### config.mk
export PLATFORM = sky130hd
export DESIGN_NAME = ldr_str_unit
export DESIGN_NICKNAME = d
export VERILOG_FILES = /design/src/rtl/ldr_str_unit.sv
export SDC_FILE = /design/constraint.sdc
export NUM_CORES = 1
export LEC_CHECK = 0
export ABC_AREA = 1
export CAP_MARGIN = 25
export CORE_MARGIN = 2
export CORE_UTILIZATION = 60
export DETAILED_ROUTE_END_ITERATION = 16
export DONT_BUFFER_PORTS = 1
export PLACE_DENSITY = 0.73
export SYNTH_ARGS = -nofsm -noshare
export SYNTH_HDL_FRONTEND = slang
export SYNTH_SLANG_ARGS = --single-unit
export TNS_END_PERCENT = 20
### constraint.sdc
create_clock -name clk -period 3.77 [get_ports clk]
set_input_delay 0.1885 -clock clk [delete_from_list [all_inputs] [get_ports clk]]
set_output_delay 0.1885 -clock clk [all_outputs]
set_load 0.05 [all_outputs]
### src/rtl/ldr_str_unit.sv
`default_nettype none
// ============================================================================
// Module      : ldr_str_unit
// Description : Multi-cycle LDR/STR/LDRB/STRB unit. It computes the
//               effective address, drives a 1-cycle-latency synchronous data
//               memory, formats load data and returns Rd/Rn writebacks.
//               Optional feature macro: LDST_BYTE_EN (B bit selects byte
//               access; when undefined every access is a word access).
// Revision    : 1.0 - initial release
// ============================================================================
module ldr_str_unit #(
    parameter int ADDR_WIDTH = 9
) (
    input  logic                  clk,
    input  logic                  reset,
    input  logic                  in_valid,
    output logic                  in_ready,
    input  logic [31:0]           in_inst,
    input  logic [31:0]           in_rn_val,
    input  logic [31:0]           in_rm_val,
    input  logic [31:0]           in_rd_val,
    output logic [ADDR_WIDTH-1:0] mem_addr,
    output logic                  mem_we,
    output logic [3:0]            mem_be,
    output logic [31:0]           mem_wd,
    input  logic [31:0]           mem_rd,
    output logic                  wb_valid,
    output logic                  wb_rd_we,
    output logic [3:0]            wb_rd,
    output logic [31:0]           wb_rd_data,
    output logic                  wb_rn_we,
    output logic [3:0]            wb_rn,
    output logic [31:0]           wb_rn_data,
    output logic                  busy
);

    typedef enum logic [1:0] {
        S_IDLE   = 2'd0,
        S_ISSUE  = 2'd1,
        S_RDWAIT = 2'd2,
        S_DONE   = 2'd3
    } state_t;

    state_t r_state;
    state_t w_next;

    // Instruction fields and address arithmetic on the incoming operands
    logic                  w_accept;
    logic                  w_load;
    logic                  w_byte;
    logic [31:0]           w_off;
    logic [31:0]           w_calc;
    logic [31:0]           w_ea;
    logic                  w_rn_we;
    logic [3:0]            w_be;
    logic [31:0]           w_wd;
    logic [31:0]           w_fmt;
    logic                  w_unused;

    // State captured at acceptance
    logic [ADDR_WIDTH-1:0] r_addr;
    logic [1:0]            r_lane;
    logic [31:0]           r_calc;
    logic [31:0]           r_wd;
    logic [3:0]            r_be;
    logic [3:0]            r_rd;
    logic [3:0]            r_rn;
    logic                  r_load;
    logic                  r_byte;
    logic                  r_rn_we;
    logic [31:0]           r_ld_data;

    assign w_accept = in_valid && (r_state == S_IDLE);
    assign w_load   = in_inst[20];
    assign w_off    = in_inst[25] ? in_rm_val : {20'd0, in_inst[11:0]};
    assign w_calc   = in_inst[23] ? (in_rn_val + w_off) : (in_rn_val - w_off);
    assign w_ea     = in_inst[24] ? w_calc : in_rn_val;
    // A load into its own base register keeps the loaded value, not the update
    assign w_rn_we  = (!in_inst[24] || in_inst[21]) &&
                      !(w_load && (in_inst[15:12] == in_inst[19:16]));

`ifdef LDST_BYTE_EN
    assign w_byte = in_inst[22];
`else
    assign w_byte = 1'b0;
`endif

    // Condition field and the address bits above the memory size are dropped
    assign w_unused = ^{in_inst[31:26], in_inst[22], w_ea[31:ADDR_WIDTH+2]};

    // Store data/byte-enable: word stores ignore the low address bits
    always_comb begin
        w_be = 4'hF;
        w_wd = in_rd_val;
        if (w_byte) begin
            w_be = 4'b0001 << w_ea[1:0];
            w_wd = {4{in_rd_val[7:0]}};
        end
    end

    // Load formatting: word loads rotate right by the byte offset, byte loads
    // zero-extend the addressed lane
    always_comb begin
        w_fmt = mem_rd;
        if (r_byte) begin
            case (r_lane)
                2'd0:    w_fmt = {24'd0, mem_rd[7:0]};
                2'd1:    w_fmt = {24'd0, mem_rd[15:8]};
                2'd2:    w_fmt = {24'd0, mem_rd[23:16]};
                default: w_fmt = {24'd0, mem_rd[31:24]};
            endcase
        end else begin
            case (r_lane)
                2'd0:    w_fmt = mem_rd;
                2'd1:    w_fmt = {mem_rd[7:0],  mem_rd[31:8]};
                2'd2:    w_fmt = {mem_rd[15:0], mem_rd[31:16]};
                default: w_fmt = {mem_rd[23:0], mem_rd[31:24]};
            endcase
        end
    end

    // State register
    always_ff @(posedge clk or posedge reset) begin
        if (reset) begin
            r_state <= S_IDLE;
        end else begin
            r_state <= w_next;
        end
    end

    // Operand capture at acceptance and load-data register in RDWAIT
    always_ff @(posedge clk or posedge reset) begin
        if (reset) begin
            r_addr    <= '0;
            r_lane    <= 2'd0;
            r_calc    <= 32'd0;
            r_wd      <= 32'd0;
            r_be      <= 4'd0;
            r_rd      <= 4'd0;
            r_rn      <= 4'd0;
            r_load    <= 1'b0;
            r_byte    <= 1'b0;
            r_rn_we   <= 1'b0;
            r_ld_data <= 32'd0;
        end else begin
            if (w_accept) begin
                r_addr  <= w_ea[ADDR_WIDTH+1:2];
                r_lane  <= w_ea[1:0];
                r_calc  <= w_calc;
                r_wd    <= w_wd;
                r_be    <= w_be;
                r_rd    <= in_inst[15:12];
                r_rn    <= in_inst[19:16];
                r_load  <= w_load;
                r_byte  <= w_byte;
                r_rn_we <= w_rn_we;
            end
            if (r_state == S_RDWAIT) begin
                r_ld_data <= w_fmt;
            end
        end
    end

    // Next-state and output decode; outputs are zero outside ISSUE/DONE
    always_comb begin
        w_next     = r_state;
        in_ready   = 1'b0;
        mem_addr   = '0;
        mem_we     = 1'b0;
        mem_be     = 4'd0;
        mem_wd     = 32'd0;
        wb_valid   = 1'b0;
        wb_rd_we   = 1'b0;
        wb_rd      = 4'd0;
        wb_rd_data = 32'd0;
        wb_rn_we   = 1'b0;
        wb_rn      = 4'd0;
        wb_rn_data = 32'd0;
        case (r_state)
            S_IDLE: begin
                in_ready = 1'b1;
                if (in_valid) begin
                    w_next = S_ISSUE;
                end
            end
            S_ISSUE: begin
                mem_addr = r_addr;
                if (r_load) begin
                    w_next = S_RDWAIT;
                end else begin
                    mem_we = 1'b1;
                    mem_be = r_be;
                    mem_wd = r_wd;
                    w_next = S_DONE;
                end
            end
            S_RDWAIT: begin
                w_next = S_DONE;
            end
            default: begin
                wb_valid   = 1'b1;
                wb_rd_we   = r_load;
                wb_rd      = r_rd;
                wb_rd_data = r_load ? r_ld_data : 32'd0;
                wb_rn_we   = r_rn_we;
                wb_rn      = r_rn;
                wb_rn_data = r_calc;
                w_next     = S_IDLE;
            end
        endcase
    end

    assign busy = !in_ready;

endmodule
`default_nettype wire

* Word-level counts from Yosys, hierarchy flattened
Cells that the tools add are included.
** Storage, ports and cells
- Flip-flop bits (word level) :: 120
- Output and inout bits :: 123
- Logic and storage cells :: 52
** Cells by class
- $add $sub $neg :: 2
- Equality and inequality tests :: 6
- Multiplexer cells :: 23
- Reductions and logical operators :: 10
** Operators with widths (count)
- $mux 32 :: 7
- $pmux 32 s3 :: 1
- $add 32x32->32 :: 1
- $sub 32x32->32 :: 1
- $mux 4 :: 4
- $mux 11 :: 1
- $mux 9 :: 1
- $mux 1 :: 7
- $pmux 2 s3 :: 1
- $eq 2x1->1 const B :: 2
- $eq 2x2->1 const B :: 2
- $eq 4x4->1 :: 1
- $logic_not 2->1 :: 2
- $logic_and 1x1->1 :: 3
- $logic_not 1->1 :: 3
- $reduce_or 3->1 :: 1
- $mux 2 :: 1
- $ne 2x2->1 const B :: 1
- $logic_or 1x1->1 :: 1

* Depth between registers and ports, before layout
Gate-level depths: netlist of run 1.
- Word-level depth :: 4
- Gate-level depth with buffers :: 26
- Depth with buffers taken out :: 26

* Worst setup path after synthesis of run 1
No wires, ideal clock.
- Path kind :: register to output
- Start point :: register r_state[1]
- End point :: output mem_be[1]
- Arrival time :: 2.995 ns
- Path slack :: 0.587 ns
- Cell stages (with the launch flop) :: 9
- Cells stage by stage :: dfrtp_1 inv_1 ha_1 clkbuf_1 inv_1 nor2_1 inv_1 nor2_1 buf_4
** Between the ends
- Cells in the longest elaborated chain, start to end :: 2
** Ends and longest elaborated chain
- start: declaration :: RTL line 44 : state_t r_state;
- start signal: assignment :: RTL line 127 : r_state <= w_next;
- $eq 2x1->1 :: RTL line 179 : case (r_state)
- $mux 4 :: RTL line 179
- end: declaration :: RTL line 24 : output logic [3:0] mem_be,
No other way between the ends.

* Worst setup path after layout of run 1
- Start point :: register r_lane[0]
- End point :: register r_ld_data[5]
** Between the ends
- Cells in the longest elaborated chain, start to end :: 2
- Elaborated cells between the ends (all ways) :: 4
- Those cells by class :: eq/ne (2); mux (1); reduce/logical (1)
** Ends and longest elaborated chain
- start: declaration :: RTL line 62 : logic [1:0] r_lane;
- start signal: assignment :: RTL line 148 : r_lane <= w_ea[1:0];
- $eq 2x2->1 (tied with other cells)
- $pmux 32 s3 (*) :: RTL line 113 : case (r_lane)
- end signal: assignment :: RTL line 159 : r_ld_data <= w_fmt;
- end: declaration :: RTL line 71 : logic [31:0] r_ld_data;
Mark *: on every way between the ends. The rest lies on a longest branch, timed or not.
A chain may end at the register's enable or synchronous reset.

==> impl_results.md, run 1 <==
* Status: finished clean
* Reg2Reg Setup Slack at 0.69 ns
* DR pass1 iterations at 8
* Total power at 8.40 mW
* Worst IR Drop VDD at 0.455 mV
* Min-Delay Endpoint: r_addr[8]
* HPWL Detailed at 20700 µm
* Crit end category: flop
* Max Freq at 325 MHz
* Drt total wl at 29500 µm
* Post-route cell area at 0.0115 mm²
* Syn-to-layout area delta at 21.3%
* Worst reg2reg endpoint: r_ld_data[5]
* Sequential area share after synthesis at 0.317
* Synth area leader: dfrtp_1
* Maximum clock insertion buffer count at 2
* Top cell type's share of synthesized area at 0.317
* Setup violators final at 0
* Delay-heaviest family, CP: buffers and inverters
* GP Congestion at 0.962
* Worst Path Arrival at 3.41 ns
* Avg WL per Cell at 16.4 µm
* Hold Path Depth at 2
* Relative slew slack at 0.383
* Cell Count, Final, Fillers Out at 1794
* Initial antenna violation count at 0
* Synth cell types at 51
* Global route overflow at 0
* Post-cts sizing count at 0
* CP Buf/Inv Count at 3
* FF+latch count, synth at 120
* Slew @ Worst Pin at 0.923 ns
* DRC at 0
* Hold Slack at 0.0128 ns
* Post-CTS Setup Inserts at 0
* Post-layout util at 0.750
* Ports at 286
* RSZ-0062 raised after global routing: false
* Clock edge transition at the registers on the reported setup and hold paths at 0.05 ns
* FF-to-FF Start: r_lane[0]
* Max FO, Critical Path at 20
* FF-to-FF path depth at 7
* Pleak at 6.23 nW
* Top cell by count, worst path: inv_1
* Final worst slack at 0.689 ns
* Die Y at 130 µm
* Pwr/cell area at 731 mW/mm²
* Vias per cell at 5.51
* Max-cap violations at 0
* CP peak stage delay at 0.71 ns
* Antenna viol nets, final at 0
* Synthesized cell area at 0.00947 mm²
* Ys Warns at 0
* CP required at 4.10 ns
* Synth Net Count at 1662
* Synth top area cells: dfrtp_1 32%, nand2_1 17%, inv_1 9.5%
* Dpl ws at 0.717 ns
* Die width at 130 µm
* Layout net count at 1777
* CP Launch Type: flop
* Ant diodes at 0
* Starting Density at 0.619
* Commonest non-fill, non-tap cells in the layout: 418 x nand2_1, 240 x inv_1, 138 x nor2_1, 120 x dfrtp_1, 112 x o21ai_0
* Fillers at 1210
* Standard-cell rows at 45
* Final hold violations at 0
* Commonest non-fill, non-tap cell in the layout: nand2_1
* Worst Min Path Start: in_inst[24]
* Final period utilization at 0.817
* First-pass GRT wire length at 46600 µm
* Hold Crit Class: in -> reg
* Die ar. at 0.0168 mm²
* Setup Skew at 0.0151 ns
* Worst-Skew Late Latency at 0.42 ns
* Inst Count DP at 1685
* Crit Path Category: reg -> reg
* Initial DRC Count at 842
* Hold buffer count at CTS at 77
* Layout cells sized above 1 at 0.0960
* Slew Limit Fails at 0
* Crit path depth at 7
* Core area at 0.0153 mm²
* TritonCTS Buffers at 17
* Slowest-stage cell, CP: nor2_1
* Minimum clock period at 3.08 ns
* Cell Area, Placed at 0.0101 mm²
* Cell count after synthesis at 1455
* Synth Area per Inst at 6.51 µm²
* Worst path cell trace: inv_1 -> nor2_1 -> inv_1 -> o22ai_1 -> a221oi_1 -> dlygate4sd3_1 -> o21ai_0
* Vias at 9891
* Setup TNS at 0 ns
* IO buf count at 0
* Largest net degree at the start of global routing at 71
* Total GRT Usage at 0.352
* Vias in the first global route at 9733
* Clock Sink Count at 120
* Clk root buf: clkbuf_16
* H-Tree Depth at 4
* TritonCTS clock tree: built
cells by family after synthesis:
kind of cell,Yosys count,share of synthesized area
AND/OR/NAND/NOR,681,0.299
buffers and inverters,306,0.127
AO/OA/AOI/OAI,264,0.161
flip-flops,120,0.317
adder cells (fa/ha/maj),44,0.0589
XOR/XNOR,40,0.0370
report_power, final:
group / switching [mW] / internal (mW)
combinational: 3.35 / 1.25
sequential: 0.274 / 1.92
clock: 0.606 / 0.995
sequential cells by signal, summed over array words and instances, names as in the netlist:
| signal | cells |
|---|---|
| r_rn | 4 |
| r_wd | 32 |
| r_be | 1 |
| r_state | 2 |
| r_rn_we | 1 |
| r_ld_data | 32 |
| r_load | 1 |
| r_lane | 2 |
| r_addr | 9 |
| r_calc | 32 |
| r_rd | 4 |
cell usage after synthesis, drive strengths merged:
master / n
a2111oi: 4
a211oi: 21
a21boi: 1
a21o: 1
a21oi: 74
a221oi: 3
a22o: 4
a31oi: 3
and2: 3
and3: 2
buf: 17
clkbuf: 43
clkinv: 4
dfrtp: 120
fa: 1
ha: 43
inv: 242
nand2: 431
nand3: 61
nand3b: 3
nand4: 9
nor2: 148
nor3: 16
nor4: 3
o2111ai: 2
o211ai: 1
o21a: 3
o21ai: 117
o21bai: 7
o221ai: 5
o22ai: 15
o31ai: 3
or2: 5
xnor2: 14
xor2: 26
routing by layer:
metal / routed length [µm] / up-vias / track usage / part of all wire
met4: 1440 / 0 / 0.170 / 0.049
met2: 14600 / 494 / 0.629 / 0.50
met3: 2590 / 123 / 0.0945 / 0.088
li1: - / 4822 / - / -
met1: 10900 / 4452 / 0.385 / 0.37
met5: 0 / - / 0 / 0
worst max path at each step:
| stage | from | end | slack (ns) |
|---|---|---|---|
| floorplan | reset | r_addr[0] | 0.40 |
| global placement | in_inst[25] | r_calc[29] | 0.74 |
| detailed placement | in_inst[25] | r_calc[29] | 0.72 |
| CTS | r_lane[0] | r_ld_data[5] | 0.82 |
| global route | r_lane[0] | r_ld_data[5] | 0.55 |
| finish | r_lane[0] | r_ld_data[5] | 0.69 |
layout make-up:
class                      count  area, µm²  share of cell area
multi-input combinational   1029       5280               0.460
inverter                     246        926              0.0806
tap                          211        264              0.0230
clock inverter                13        144              0.0125
timing repair buffer         156       1430               0.124
sequential                   120       3000               0.261
clock buffer                  19        443              0.0386
Power figures use the tool's default switching activity.
==> run 2, diff against run 1 <==
ABC_AREA = 0   (was 1)
clock period = 3 ns   (was 3.77 ns; I/O delays follow)
==> run 2 against run 1 <==
The run now ends with negative setup slack left. Critical path type is now in -> reg. Cell count decreased by 30%. Utilization increased by 3.8 points. Combinational power increased by 19%. Sequential share of layout area increased by 0.091 points. Register-to-register slack improved by 0.30 ns. Clock power increased by 39%. Hold slack got worse by 0.0040 ns. Sequential power increased by 36%. Via count decreased by 19%. Die area decreased by 5.8%.
==> impl_results.md, run 2 <==
* Status: complete, but fails checks
* Failing checks: negative setup slack
* Cell count after synthesis at 916 (-37%)
* Crit Path Category: in -> reg
* Synthesized cell area at 0.00890 mm² (-6.0%)
* Initial antenna violation count at 1 (+1)
* Worst Min Path Start: in_rn_val[10]
* Initial DRC Count at 795 (-5.6%)
* Top cell type's share of synthesized area at 0.337 (+0.0203)
* Top cells by count, synth: 120 x dfrtp_1, 86 x and2_1, 83 x mux2_2, 70 x o21ai_0, 67 x nand2_1
* IO buf count at 0 (unchanged)
* Clk root buf: clkbuf_16
* Final worst slack at -0.233 ns (-0.923 ns)
* Global route overflow at 0 (unchanged)
* Layout net count at 1264 (-29%)
* Layout cells sized above 1 at 0.307 (+0.211)
* Max Freq at 309 MHz
* Maximum clock insertion buffer count at 2 (unchanged)
* DRC at 0 (unchanged)
* Crit end category: flop
* Ys Warns at 0 (unchanged)
* Final period utilization at 1.08
* CP Launch Type: primary input
* Dpl ws at -0.849 ns (-1.57 ns)
* Worst-Skew Late Latency at 0.42 ns (about the same)
* Hold Crit Class: in -> reg
* Slew Limit Fails at 0 (unchanged)
* Worst setup path start: in_inst[25]
* Cell Area, Placed at 0.00990 mm² (-2.3%)
* Drt total wl at 28400 µm (-3.8%)
* Max FO, Critical Path at 65 (+230%)
* TritonCTS Buffers at 17 (unchanged)
* Setup violators final at 1 (+1)
* Final hold violations at 0 (unchanged)
* FF-to-FF path depth at 6 (-1)
* GP Congestion at 0.910 (-5.4%)
* Core area at 0.0145 mm² (-5.1%)
* RSZ-0062 raised after global routing: true
* Synth area leader: dfrtp_1
* CP required at 3.30 ns (-0.80 ns)
* Min-Delay Endpoint: r_addr[8]
* Synth Area per Inst at 9.72 µm² (+49%)
* Main flop type after synthesis: dfrtp_1
* DR pass1 iterations at 5 (-3)
* Synth Net Count at 1123 (-32%)
* Standard-cell rows at 44 (-2.2%)
* HPWL Detailed at 18500 µm (-11%)
* FF-to-FF Start: r_state[0]
* First-pass GRT wire length at 44100 µm (-5.5%)
* Die ar. at 0.0158 mm² (-5.8%)
* Sequential area share after synthesis at 0.337 (+0.0203)
* Slew @ Worst Pin at 1.00 ns (+0.0810 ns)
* Max-cap violations at 0 (unchanged)
* Total power at 10.7 mW (+27%)
* Commonest non-fill, non-tap cells in the layout: 120 x dfrtp_1, 110 x buf_4, 84 x and2_1, 83 x mux2_2, 65 x nand2_1
* Fillers at 914 (-24%)
* TritonCTS clock tree: built
* Relative slew slack at 0.331 (-0.0517)
* Vias per cell at 6.35 (+15%)
* FF+latch count, synth at 120 (unchanged)
* Vias in the first global route at 8292 (-15%)
* Pwr/cell area at 934 mW/mm² (+28%)
* Ports at 286 (unchanged)
* Count leader, synth: dfrtp_1
* Hold Path Depth at 2 (unchanged)
* Commonest non-fill, non-tap cell in the layout: dfrtp_1
* Setup TNS at -0.233 ns (-0.233 ns)
* Largest regs: r_calc (32), r_ld_data (32), r_wd (32)
* Worst IR Drop VDD at 0.458 mV (+0.82%)
* Post-synth EDFFs at 0 (unchanged)
* Worst reg2reg endpoint: r_wd[10]
* Synth top area cells: dfrtp_1 34%, mux2_2 10%, mux4_2 8.1%
* Syn-to-layout area delta at 28.6%
* Post-route cell area at 0.0114 mm² (-0.35%)
* Die Y at 126 µm (-3.0%)
* H-Tree Depth at 4 (unchanged)
* Reg2Reg Setup Slack at 0.99 ns (+0.30 ns)
* Setup Skew at 0.0145 ns (-0.000536 ns)
* Clock Sink Count at 120 (unchanged)
* Antenna viol nets, final at 0 (unchanged)
* Clock edge transition at the registers on the reported setup and hold paths at 0.06 ns (about the same)
* Largest net degree at the start of global routing at 66 (-7.0%)
* Async SR Flop Fraction at 1.00 (unchanged)
* Pleak at 4.99 nW (-20%)
* Vias at 7969 (-19%)
* Total GRT Usage at 0.348 (-0.00362)
* Synth cell types at 63 (+24%)
* Worst Path Arrival at 3.53 ns (+0.12 ns)
* Die width at 126 µm (-3.0%)
* Starting Density at 0.613 (-0.00602)
* Minimum clock period at 3.23 ns
* Avg WL per Cell at 22.6 µm (+38%)
==> run 2: worst max-delay path, stage by stage <==
cell	delay (ns)
o32a_1	0.36
nor3_2	0.20
o21ai_1	0.12
nor2b_1	0.13
buf_4	0.17
a21oi_1	0.09
a311oi_2	0.25
ha_1	0.29
a21o_1	0.19
o211a_1	0.26
o41ai_2	0.33
nand3_1	0.12
or4_1	0.41
a31oi_1	0.18
xor2_1	0.18
o21ai_1	0.07
==> run 2: area by class of cell <==
type | count | area (µm²) | share of cell area
diodes | 1 | 2.50 | 0.000219
clock buffers | 17 | 425 | 0.0372
clock inverters | 15 | 210 | 0.0184
inverters | 15 | 60.1 | 0.00525
multi-input cells | 723 | 5930 | 0.518
flip-flops and latches | 120 | 3000 | 0.262
well taps | 184 | 230 | 0.0201
repair buffers | 180 | 1590 | 0.139
==> run 2: timing repair <==
action | CTS | global route
hold endpoints to repair | 95 | 0
endpoints found under the setup margin | 9 | 17
pin swaps | 3 | 13
buffers inserted | 1 | 4
hold buffers | 63 | 0
resized for setup | 15 | 25
==> run 2: power breakdown <==
part	switching, mW	internal [mW]
clock	0.817	1.41
combinational	3.38	2.10
sequential	0.539	2.44
==> run 2: worst max path at each step <==
stage,end,slack (ns),cells after the start
after floorplan,r_calc[30],-0.81,22
after global placement,r_calc[30],-0.77,18
after detailed placement,r_calc[30],-0.85,18
after CTS,r_calc[30],-0.24,18
after global routing,r_calc[30],-0.48,18
final,r_calc[30],-0.23,16
==> run 2: routing by layer <==
layer,wire length [µm],track usage
met5,0,0
met4,1350,0.138
met3,2490,0.0943
met2,14300,0.618
met1,10300,0.400
==> run 2: metrics by stage <==
step           cells   util  hold slack, ns
2_1_floorplan    916      -           0.236
3_3_place_gp    1153  0.681           0.244
3_5_place_dp    1153  0.681           0.265
4_1_cts         1249  0.775         0.00146
5_1_grt         1255  0.788         0.00854
6_report        1255  0.788         0.00872
==> run 2: kinds of logic after synthesis <==
| logic type | after synthesis | synth area share |
|---|---|---|
| fa+ha+maj | 44 | 0.0627 |
| simple gates | 315 | 0.186 |
| xor+xnor | 51 | 0.0502 |
| buf+inv | 73 | 0.0327 |
| compound gates | 181 | 0.127 |
| mux | 132 | 0.205 |
| flops | 120 | 0.337 |
==> run 3, diff against run 2 <==
CORE_UTILIZATION = 59   (was 60)
PLACE_DENSITY = 0.75   (was 0.73)
clock period = 2.65 ns   (was 3 ns; I/O delays follow)
==> run 3 against run 2 <==
The flow still finishes with violations (negative setup slack). Wire length fell by 2.6%. Clock power rose by 8%. Die area rose by 1.6%. Critical path depth rose by 3. First-iteration DRC count fell by 34%. Cell area rose by 3.6%. Cell count rose by 3.4%. Sequential share of layout area fell by 0.91 points. Largest power group unchanged.
==> impl_results.md, run 3 (synthesized netlist as in run 2, its figures left out) <==
* Layout net count at 1308 (+3.5%)
* Relative slew slack at 0.522 (+0.191)
* Worst IR Drop VDD at 0.526 mV (+15%)
* Crit end category: flop
* Setup TNS at -2.80 ns (-2.56 ns)
* DR pass1 iterations at 5 (unchanged)
* Clock Sink Count at 120 (unchanged)
* Commonest non-fill, non-tap cell in the layout: buf_4
* TritonCTS clock tree: built
* Total GRT Usage at 0.338 (-0.0103)
* Fillers at 854 (-6.6%)
* Worst Path Arrival at 3.50 ns (-0.03 ns)
* CP Launch Type: primary input
* CP required at 2.93 ns (-0.37 ns)
* Max FO, Critical Path at 65 (unchanged)
* Antenna viol nets, final at 0 (unchanged)
* Vias at 8140 (+2.1%)
* Slew @ Worst Pin at 0.717 ns (-0.287 ns)
* Die Y at 127 µm (+0.82%)
* Clock edge transition at the registers on the reported setup and hold paths at 0.06 ns (about the same)
* First-pass GRT wire length at 43400 µm (-1.6%)
* Status: complete, but fails checks
* Worst Min Path Start: in_inst[20]
* HPWL Detailed at 18400 µm (-0.72%)
* Final hold violations at 0 (unchanged)
* Max-cap violations at 0 (unchanged)
* Total power at 12.1 mW (+13%)
* Syn-to-layout area delta at 33.2%
* Reg2Reg Setup Slack at 0.77 ns (-0.22 ns)
* Starting Density at 0.608 (-0.00461)
* Final period utilization at 1.21
* Die width at 127 µm (+0.82%)
* Worst setup path start: in_inst[25]
* Setup violators final at 16 (+15)
* Layout cells sized above 1 at 0.352 (+0.0453)
* Vias per cell at 6.27 (-1.2%)
* FF-to-FF Start: r_state[0]
* Setup Skew at 0.00988 ns (-0.00467 ns)
* Hold Path Depth at 3 (+1)
* Largest regs: r_calc (32), r_ld_data (32), r_wd (32)
* Core area at 0.0146 mm² (+0.76%)
* Crit Path Category: in -> reg
* Slew Limit Fails at 0 (unchanged)
* H-Tree Depth at 4 (unchanged)
* Standard-cell rows at 44 (unchanged)
* Final worst slack at -0.566 ns (-0.333 ns)
* Pwr/cell area at 1020 mW/mm² (+9.4%)
* Commonest non-fill, non-tap cells in the layout: 160 x buf_4, 120 x dfrtp_1, 84 x and2_1, 83 x mux2_2, 64 x nand2_1
* Worst-Skew Late Latency at 0.41 ns (about the same)
* FF-to-FF path depth at 4 (-2)
* Vias in the first global route at 8332 (+0.48%)
* Largest net degree at the start of global routing at 121 (+83%)
* Ant diodes at 0 (-1)
* Hold Crit Class: in -> reg
* Die ar. at 0.0161 mm² (+1.6%)
* Drt total wl at 27600 µm (-2.6%)
* Initial DRC Count at 525 (-34%)
* Global route overflow at 0 (unchanged)
* RSZ-0062 raised after global routing: true
* Pleak at 5.24 nW (+5.0%)
* Maximum clock insertion buffer count at 2 (unchanged)
* DRC at 0 (unchanged)
* Max Freq at 311 MHz
* Clk root buf: clkbuf_16
* TritonCTS Buffers at 17 (unchanged)
* Ports at 286 (unchanged)
* Initial antenna violation count at 0 (-1)
* Avg WL per Cell at 21.3 µm (-5.9%)
* Failing checks: negative setup slack
* Minimum clock period at 3.22 ns
* GP Congestion at 0.982 (+8.0%)
* IO buf count at 0 (unchanged)
-- run 3: changes by cell type in the layout (fill, tap and decap cells not counted), moves of 3 or more --
cell           change
buf_4             +50
inv_6              -6
a21oi_2            +5
a21oi_1            -4
nor3_1             -4
nor3_2             +4
clkbuf_8           +3
dlygate4sd3_1      -3
nor4_4             +3
-- run 3: area by class of cell --
| type | count | area, µm² | area share |
|---|---|---|---|
| clock inverter | 10 | 143 | 0.0120 |
| sequential | 120 | 3000 | 0.253 |
| tap | 184 | 230 | 0.0194 |
| timing repair buffer | 224 | 1880 | 0.159 |
| multi-input combinational | 723 | 6070 | 0.512 |
| clock buffer | 22 | 474 | 0.0400 |
| inverter | 15 | 60.1 | 0.00506 |
-- run 3: critical path, stage by stage --
cell      delay (ns)
mux2i_4         0.23
ha_4            0.17
o221ai_2        0.10
nor2_2          0.14
a21o_1          0.17
o31a_4          0.18
buf_4           0.12
buf_4           0.12
a32oi_1         0.09
ha_1            0.26
a21oi_2         0.16
nor2_1          0.07
o211a_1         0.25
o41ai_2         0.31
nand3_1         0.14
or4_4           0.45
a31oi_4         0.15
xor2_1          0.15
o21ai_1         0.07
-- run 3: per-layer routing --
| layer | track usage | wire [µm] | share of wire | vias up |
|---|---|---|---|---|
| met3 | 0.0907 | 2060 | 0.075 | 87 |
| met2 | 0.590 | 13900 | 0.50 | 386 |
| met5 | 0 | 0 | 0 | - |
| li1 | - | - | - | 3674 |
| met4 | 0.159 | 1270 | 0.046 | 0 |
| met1 | 0.386 | 10400 | 0.38 | 3993 |
-- run 3: power by group --
group | internal (mW) | total [mW] | switching (mW) | leakage (nW)
clock | 1.56 | 2.40 | 0.839 | 0.289
sequential | 2.77 | 3.29 | 0.518 | 1.43
combinational | 2.56 | 6.44 | 3.88 | 3.51
total | 6.88 | 12.1 | 5.24 | 5.24
-- run 3: repair_timing --
action                                  4_1_cts  5_1_grt
pin swaps                                    14       26
endpoints found under the setup margin       18       21
endpoints found under the hold margin       174        0
resized for setup                            26       35
buffers inserted                              6        5
hold buffers                                 60        0
-- run 3: per-stage QoR --
step | hold slack, ns | instance area [µm²] | setup slack, ns | util | cells
5_1_grt | 0.0338 | 11900 | -0.771 | 0.810 | 1298
3_5_place_dp | 0.227 | 10200 | -1.25 | 0.697 | 1195
3_3_place_gp | 0.227 | 10200 | -1.15 | 0.697 | 1195
2_1_floorplan | 0.219 | 9070 | -1.14 | - | 916
4_1_cts | 0.00611 | 11600 | -0.570 | 0.794 | 1293
6_report | 0.0155 | 11900 | -0.566 | 0.810 | 1298
-- run 3: final timing paths --
kind / endpoint
setup reg to reg: r_ld_data[26]
min in group asynchronous: r_ld_data[1]
max in group asynchronous: r_calc[22]
setup / recovery: r_calc[30]
hold / removal: r_rn_we
hold reg to reg: r_be[0]
